File: src/rtl/exp_result_bcd.sv
// rtl/exp_result_bcd.sv - BCD conversion stage for the exponential unit result
//
// Captures a 2-bit integer part and a Q0.16 fraction on done_in. It then
// produces FRAC_DIGITS decimal fraction digits by repeatedly multiplying
// the fraction by 10, one digit per clock.
//
// Optional feature macro: EXP_BCD_ROUND_EN
//   When defined, one extra guard digit is computed and a ROUND state
//   rounds half-up. The carry can ripple through every fraction digit into
//   int_digit. When undefined, the result is truncated.
//
// Ports:
//   clk          in   system clock, rising edge
//   rst          in   asynchronous active-low reset
//   done_in      in   capture trigger, sampled only in IDLE
//   intpart      in   [1:0]  integer part of the result
//   fracpart     in   [15:0] unsigned Q0.16 fractional part
//   busy         out  high whenever a conversion is in progress (state != IDLE)
//   valid        out  one-cycle pulse when the digits are final
//   int_digit    out  [3:0]  BCD integer digit
//   frac_digits  out  [4*FRAC_DIGITS-1:0] packed BCD, tenths in the top nibble
module exp_result_bcd #(
    parameter int FRAC_DIGITS = 4
) (
    input  logic                       clk,
    input  logic                       rst,
    input  logic                       done_in,
    input  logic [1:0]                 intpart,
    input  logic [15:0]                fracpart,
    output logic                       busy,
    output logic                       valid,
    output logic [3:0]                 int_digit,
    output logic [4*FRAC_DIGITS-1:0]   frac_digits
);

`ifdef EXP_BCD_ROUND_EN
    typedef enum logic [1:0] {IDLE = 2'd0, CONV = 2'd1, OUT = 2'd2, ROUND = 2'd3} state_t;
    // The last CONV cycle yields the guard digit rather than a stored digit.
    localparam logic [3:0] LAST_CNT = 4'(FRAC_DIGITS);
`else
    typedef enum logic [1:0] {IDLE = 2'd0, CONV = 2'd1, OUT = 2'd2} state_t;
    localparam logic [3:0] LAST_CNT = 4'(FRAC_DIGITS - 1);
`endif

    state_t                     state, state_n;
    logic [15:0]                frac_r;
    logic [3:0]                 cnt;
    logic [19:0]                prod;
    logic [3:0]                 digit;
    logic [4*FRAC_DIGITS-1:0]   shifted;

`ifdef EXP_BCD_ROUND_EN
    logic [3:0]                 guard;
    logic [4*FRAC_DIGITS-1:0]   rounded;
    logic                       carry;
`endif

    // State register
    always_ff @(posedge clk or negedge rst) begin
        if (!rst) begin
            state <= IDLE;
        end else begin
            state <= state_n;
        end
    end

    // Next-state logic
    always_comb begin
        state_n = state;
        case (state)
            IDLE:    if (done_in) state_n = CONV;
`ifdef EXP_BCD_ROUND_EN
            CONV:    if (cnt == LAST_CNT) state_n = ROUND;
            ROUND:   state_n = OUT;
`else
            CONV:    if (cnt == LAST_CNT) state_n = OUT;
`endif
            OUT:     state_n = IDLE;
            default: state_n = IDLE;
        endcase
    end

    // Output logic
    always_comb begin
        busy  = (state != IDLE);
        valid = (state == OUT);
    end

    // frac_r * 10 fits in 20 bits. The top nibble is the next decimal digit
    // (always 0..9) and the low 16 bits are the remaining fraction.
    always_comb begin
        prod        = {4'd0, frac_r} * 20'd10;
        digit       = prod[19:16];
        shifted     = frac_digits << 4;
        shifted[3:0] = digit;
    end

`ifdef EXP_BCD_ROUND_EN
    // Add one to the least significant digit. A 9 wraps to 0 and passes the
    // carry upward. Any carry left after the top digit goes to int_digit.
    always_comb begin
        rounded = frac_digits;
        carry   = 1'b1;
        for (int i = 0; i < FRAC_DIGITS; i++) begin
            if (carry) begin
                if (rounded[4*i +: 4] == 4'd9) begin
                    rounded[4*i +: 4] = 4'd0;
                end else begin
                    rounded[4*i +: 4] = rounded[4*i +: 4] + 4'd1;
                    carry = 1'b0;
                end
            end
        end
    end
`endif

    // Datapath
    always_ff @(posedge clk or negedge rst) begin
        if (!rst) begin
            frac_r      <= '0;
            cnt         <= '0;
            int_digit   <= '0;
            frac_digits <= '0;
`ifdef EXP_BCD_ROUND_EN
            guard       <= '0;
`endif
        end else begin
            case (state)
                IDLE: begin
                    if (done_in) begin
                        frac_r      <= fracpart;
                        int_digit   <= {2'b00, intpart};
                        frac_digits <= '0;
                        cnt         <= '0;
                    end
                end
                CONV: begin
                    frac_r <= prod[15:0];
                    cnt    <= cnt + 4'd1;
`ifdef EXP_BCD_ROUND_EN
                    if (cnt == LAST_CNT) begin
                        guard <= digit;
                    end else begin
                        frac_digits <= shifted;
                    end
`else
                    frac_digits <= shifted;
`endif
                end
`ifdef EXP_BCD_ROUND_EN
                ROUND: begin
                    if (guard >= 4'd5) begin
                        frac_digits <= rounded;
                        int_digit   <= int_digit + {3'b000, carry};
                    end
                end
`endif
                default: ;
            endcase
        end
    end

endmodule

File: config.mk
export PLATFORM = sky130hd
export DESIGN_NAME = exp_result_bcd
export DESIGN_NICKNAME = d
export VERILOG_FILES = /design/src/rtl/exp_result_bcd.sv
export SDC_FILE = /design/constraint.sdc
export NUM_CORES = 1
export LEC_CHECK = 0
export CORE_UTILIZATION = 50
export CTS_CLUSTER_DIAMETER = 50
export DETAILED_ROUTE_END_ITERATION = 6
export PLACE_DENSITY = 0.84
export RECOVER_POWER = 25
export SLEW_MARGIN = 20
export SYNTH_ARGS = -nofsm -noshare
export SYNTH_HDL_FRONTEND = slang
export SYNTH_SLANG_ARGS = --single-unit
File: constraint.sdc
create_clock -name clk -period 4.4 [get_ports clk]
set_input_delay 1.1 -clock clk [delete_from_list [all_inputs] [get_ports clk]]
set_output_delay 1.1 -clock clk [all_outputs]
set_load 0.01 [all_outputs]
==> results.cfg <==
[global_routing]
grt_pass1_vias = 2164
grt_first_pass_wirelength_um = 9880
top_usage_layer = met2
globalRouteTotalUtil = 0.2427
overflow = 0
gr-usage-met1 = 0.3139
grt_max_degree = 41
gr-usage-met2 = 0.3961
antenna_found_initial = 0
grt_util_met3 = 0.04252

[cells_and_area]
layout-drive-gt1-share = 0.05016
fin_nets = 370
antenna_cells = 0
synthToLayoutAreaGrowth_pct = 20.07
regArea_sq_um = 1001
multiInputGateArea_sq_um = 1438
fill_cells = 417

[routing]
drt_wl_total_um = 5835
drt-pass1-iter-count = 4
via_per_inst = 5.687
num_vias = 2195
route.detailed.drc = 0
drt_iter0_drc = 213
wl_per_cell_um = 15.12
ant_nets = 0

[timing]
grt_setup_unrepaired = no
fin_setup_tns_ns = 0
post-route-min-period_ns = 2.762
hold_viol_final = 0
skew_ns = 0.008989
period_share = 0.6277
finalSetupViolations = 0
tightestPinTransition_ns = 2.075
fmax_mhz = 362.1
slew_headroom = -0.3832
report.final.slew_viol_count = 41

[run_status]
status = finished with violations
violations = capacitance limit, slew limit

[clock_network]
numCtsBuffers = 5
cts_resized = 0
clkTransAtPathRegs_ns = 0.07
cts.sinks = 40
clk-insertion-delay-late_ns = 0.29
cts_hold_buffers = 0
htreeDepth = 2
cts.path.max_buffers = 2
cts_root_buf = clkbuf_8
cts_setup_buffers = 0
cts_tree = yes

[logic_synthesis]
ys.flop_type = dfrtp_1
synth_top_cell_by_area = dfrtp_1
yosys_warnings = 0
ys_ff_latch = 40
synth_edf_count = 0
synth_adder_area_share = 0.1501
synth_simple_gate_area_frac = 0.1771
netlist_top_cells_count = nand2_1, dfrtp_1, o21ai_0
synth.most_common_cell = nand2_1
avgSynthCellArea_sq_um = 8.916
syn_inst = 286
synthMuxAreaShare = 0.003925
async_flop_share = 1.000
synth_top_family_by_area = compound AO/OA/AOI/OAI gates
ys_seq_area_frac = 0.3925
synth_area_leaders = dfrtp_1, ha_1, nand2_1, o21ai_0, a21oi_1
synth_compound_area_frac = 0.2022
synth_xor_area_frac = 0.02748
synth.top_cell.area_share = 0.3925
ys_types = 46
synthesis.area_sq_um = 2550

[die]
start_util = 0.5294
dieHeight_um = 73.42
fp.dieArea_sq_um = 5390
coreArea_sq_um = 4817
num_io_pins = 43
die_w_um = 73.42
rows = 25

[setup_path]
critPathKind = flip-flop to flip-flop
end_kind = flip-flop
critPathTopFamily = adder cells
cpMostUsedCell = ha_1
cp_num_buf_inv = 1
cp-start-kind = flip-flop
worstPathMaxFanout = 3
r2r_slack_ns = 1.64
crit_chain = ha_1 > ha_1 > inv_1 > fa_1 > and2b_1 > o2111ai_1 > a31oi_1 > a41oi_1 > xor2_1 > o21ai_1
crit_slowest_cell = dfrtp_1
cp.required_ns = 4.56
max_stage_delay_ns = 0.43
arrival_ns = 2.93

[placed_design]
io_buffers = 40
place_congestion = 0.8072
dpl.hpwl_um = 4167

[min_path]
hold_path_class = flip-flop to flip-flop

[job]
max-cap-violations = 1
[layout make-up]
type,instances,area share
multi-input combinational,221,0.4696
sequential,40,0.3269
timing repair buffer,43,0.1349
clock buffer,7,0.03147
tap,67,0.02738
inverter,8,0.009808
[layer usage]
metal / wire (um) / vias up / share of wire
met3: 240 / 15 / 0.041
met2: 2916 / 66 / 0.50
met5: 0 / - / 0
li1: - / 1077 / -
met4: 162 / 0 / 0.028
met1: 2516 / 1037 / 0.43
[registers in the layout, summed over array words and instances, names as in the netlist]
register     cells
state            2
frac_r          16
frac_digits     16
int_digit        2
cnt              4
[through the flow]
step / cell area, sq um / hold WS (ns) / util / setup slack [ns] / std cells
6_report: 3062 / 0.4802 / 0.6356 / 1.638 / 386
2_1_floorplan: 2554 / 0.4582 / - / 2.083 / 287
3_3_place_gp: 2970 / 0.4623 / 0.6166 / 1.583 / 379
4_1_cts: 3067 / 0.4794 / 0.6366 / 1.642 / 386
5_1_grt: 3062 / 0.5023 / 0.6356 / 1.378 / 386
3_5_place_dp: 2970 / 0.4617 / 0.6166 / 1.472 / 379
[cell usage in the layout, fill, tap and decap left out, types with 2 or more instances in the layout]
cell type,Yosys,layout
nand2_1,56,56
dfrtp_1,40,40
clkdlybuf4s50_1,0,39
o21ai_0,30,30
ha_1,29,29
a21oi_1,13,13
inv_1,8,8
nor2_1,8,8
nor3_1,7,7
clkbuf_8,0,7
a31oi_1,6,6
a22oi_1,6,6
nand3_1,5,5
xnor2_1,5,5
and3_1,5,5
a21oi_2,4,4
o21a_1,4,4
nor2b_1,3,3
nand2b_1,3,3
o21ai_1,3,3
xor2_1,3,3
and2_1,2,2
nor3b_1,2,2
o21bai_1,2,2
nand4_1,2,2
o2111ai_1,2,2
and2b_1,2,2
a221oi_1,2,2
conb_1,1,2
clkbuf_1,13,2
buf_4,2,2
[logic make-up after synthesis]
group                    after synthesis
AO/OA/AOI/OAI                         81
adder cells (fa/ha/maj)               30
multiplexers                           1
other                                  1
flip-flops                            40
AND/OR/NAND/NOR                       99
buffers and inverters                 26
XOR/XNOR                               8
[tightest hold or removal path: stages, from the launching register on]
cell and delay (ns):
dfrtp_1 0.34, nand2_1 0.05, nand2_1 0.06
[final timing paths]
check | start | end | cells after the start
worst max-delay path | frac_r[3]$_DFFE_PN0P_ | frac_digits[0]$_DFFE_PN0P_ | 10
worst min-delay path | int_digit[0]$_DFFE_PN0P_ | int_digit[0]$_DFFE_PN0P_ | 2
worst max register to register | frac_r[3]$_DFFE_PN0P_ | frac_digits[0]$_DFFE_PN0P_ | 10
worst min register to register | int_digit[0]$_DFFE_PN0P_ | int_digit[0]$_DFFE_PN0P_ | 2
max in group asynchronous | rst | frac_r[2]$_DFFE_PN0P_ | 1
min in group asynchronous | rst | frac_digits[15]$_DFFE_PN0P_ | 1
Power is left out: the tool's default activity adds up to more than one toggle a clock period on the data nets, which glitch-free logic cannot reach.
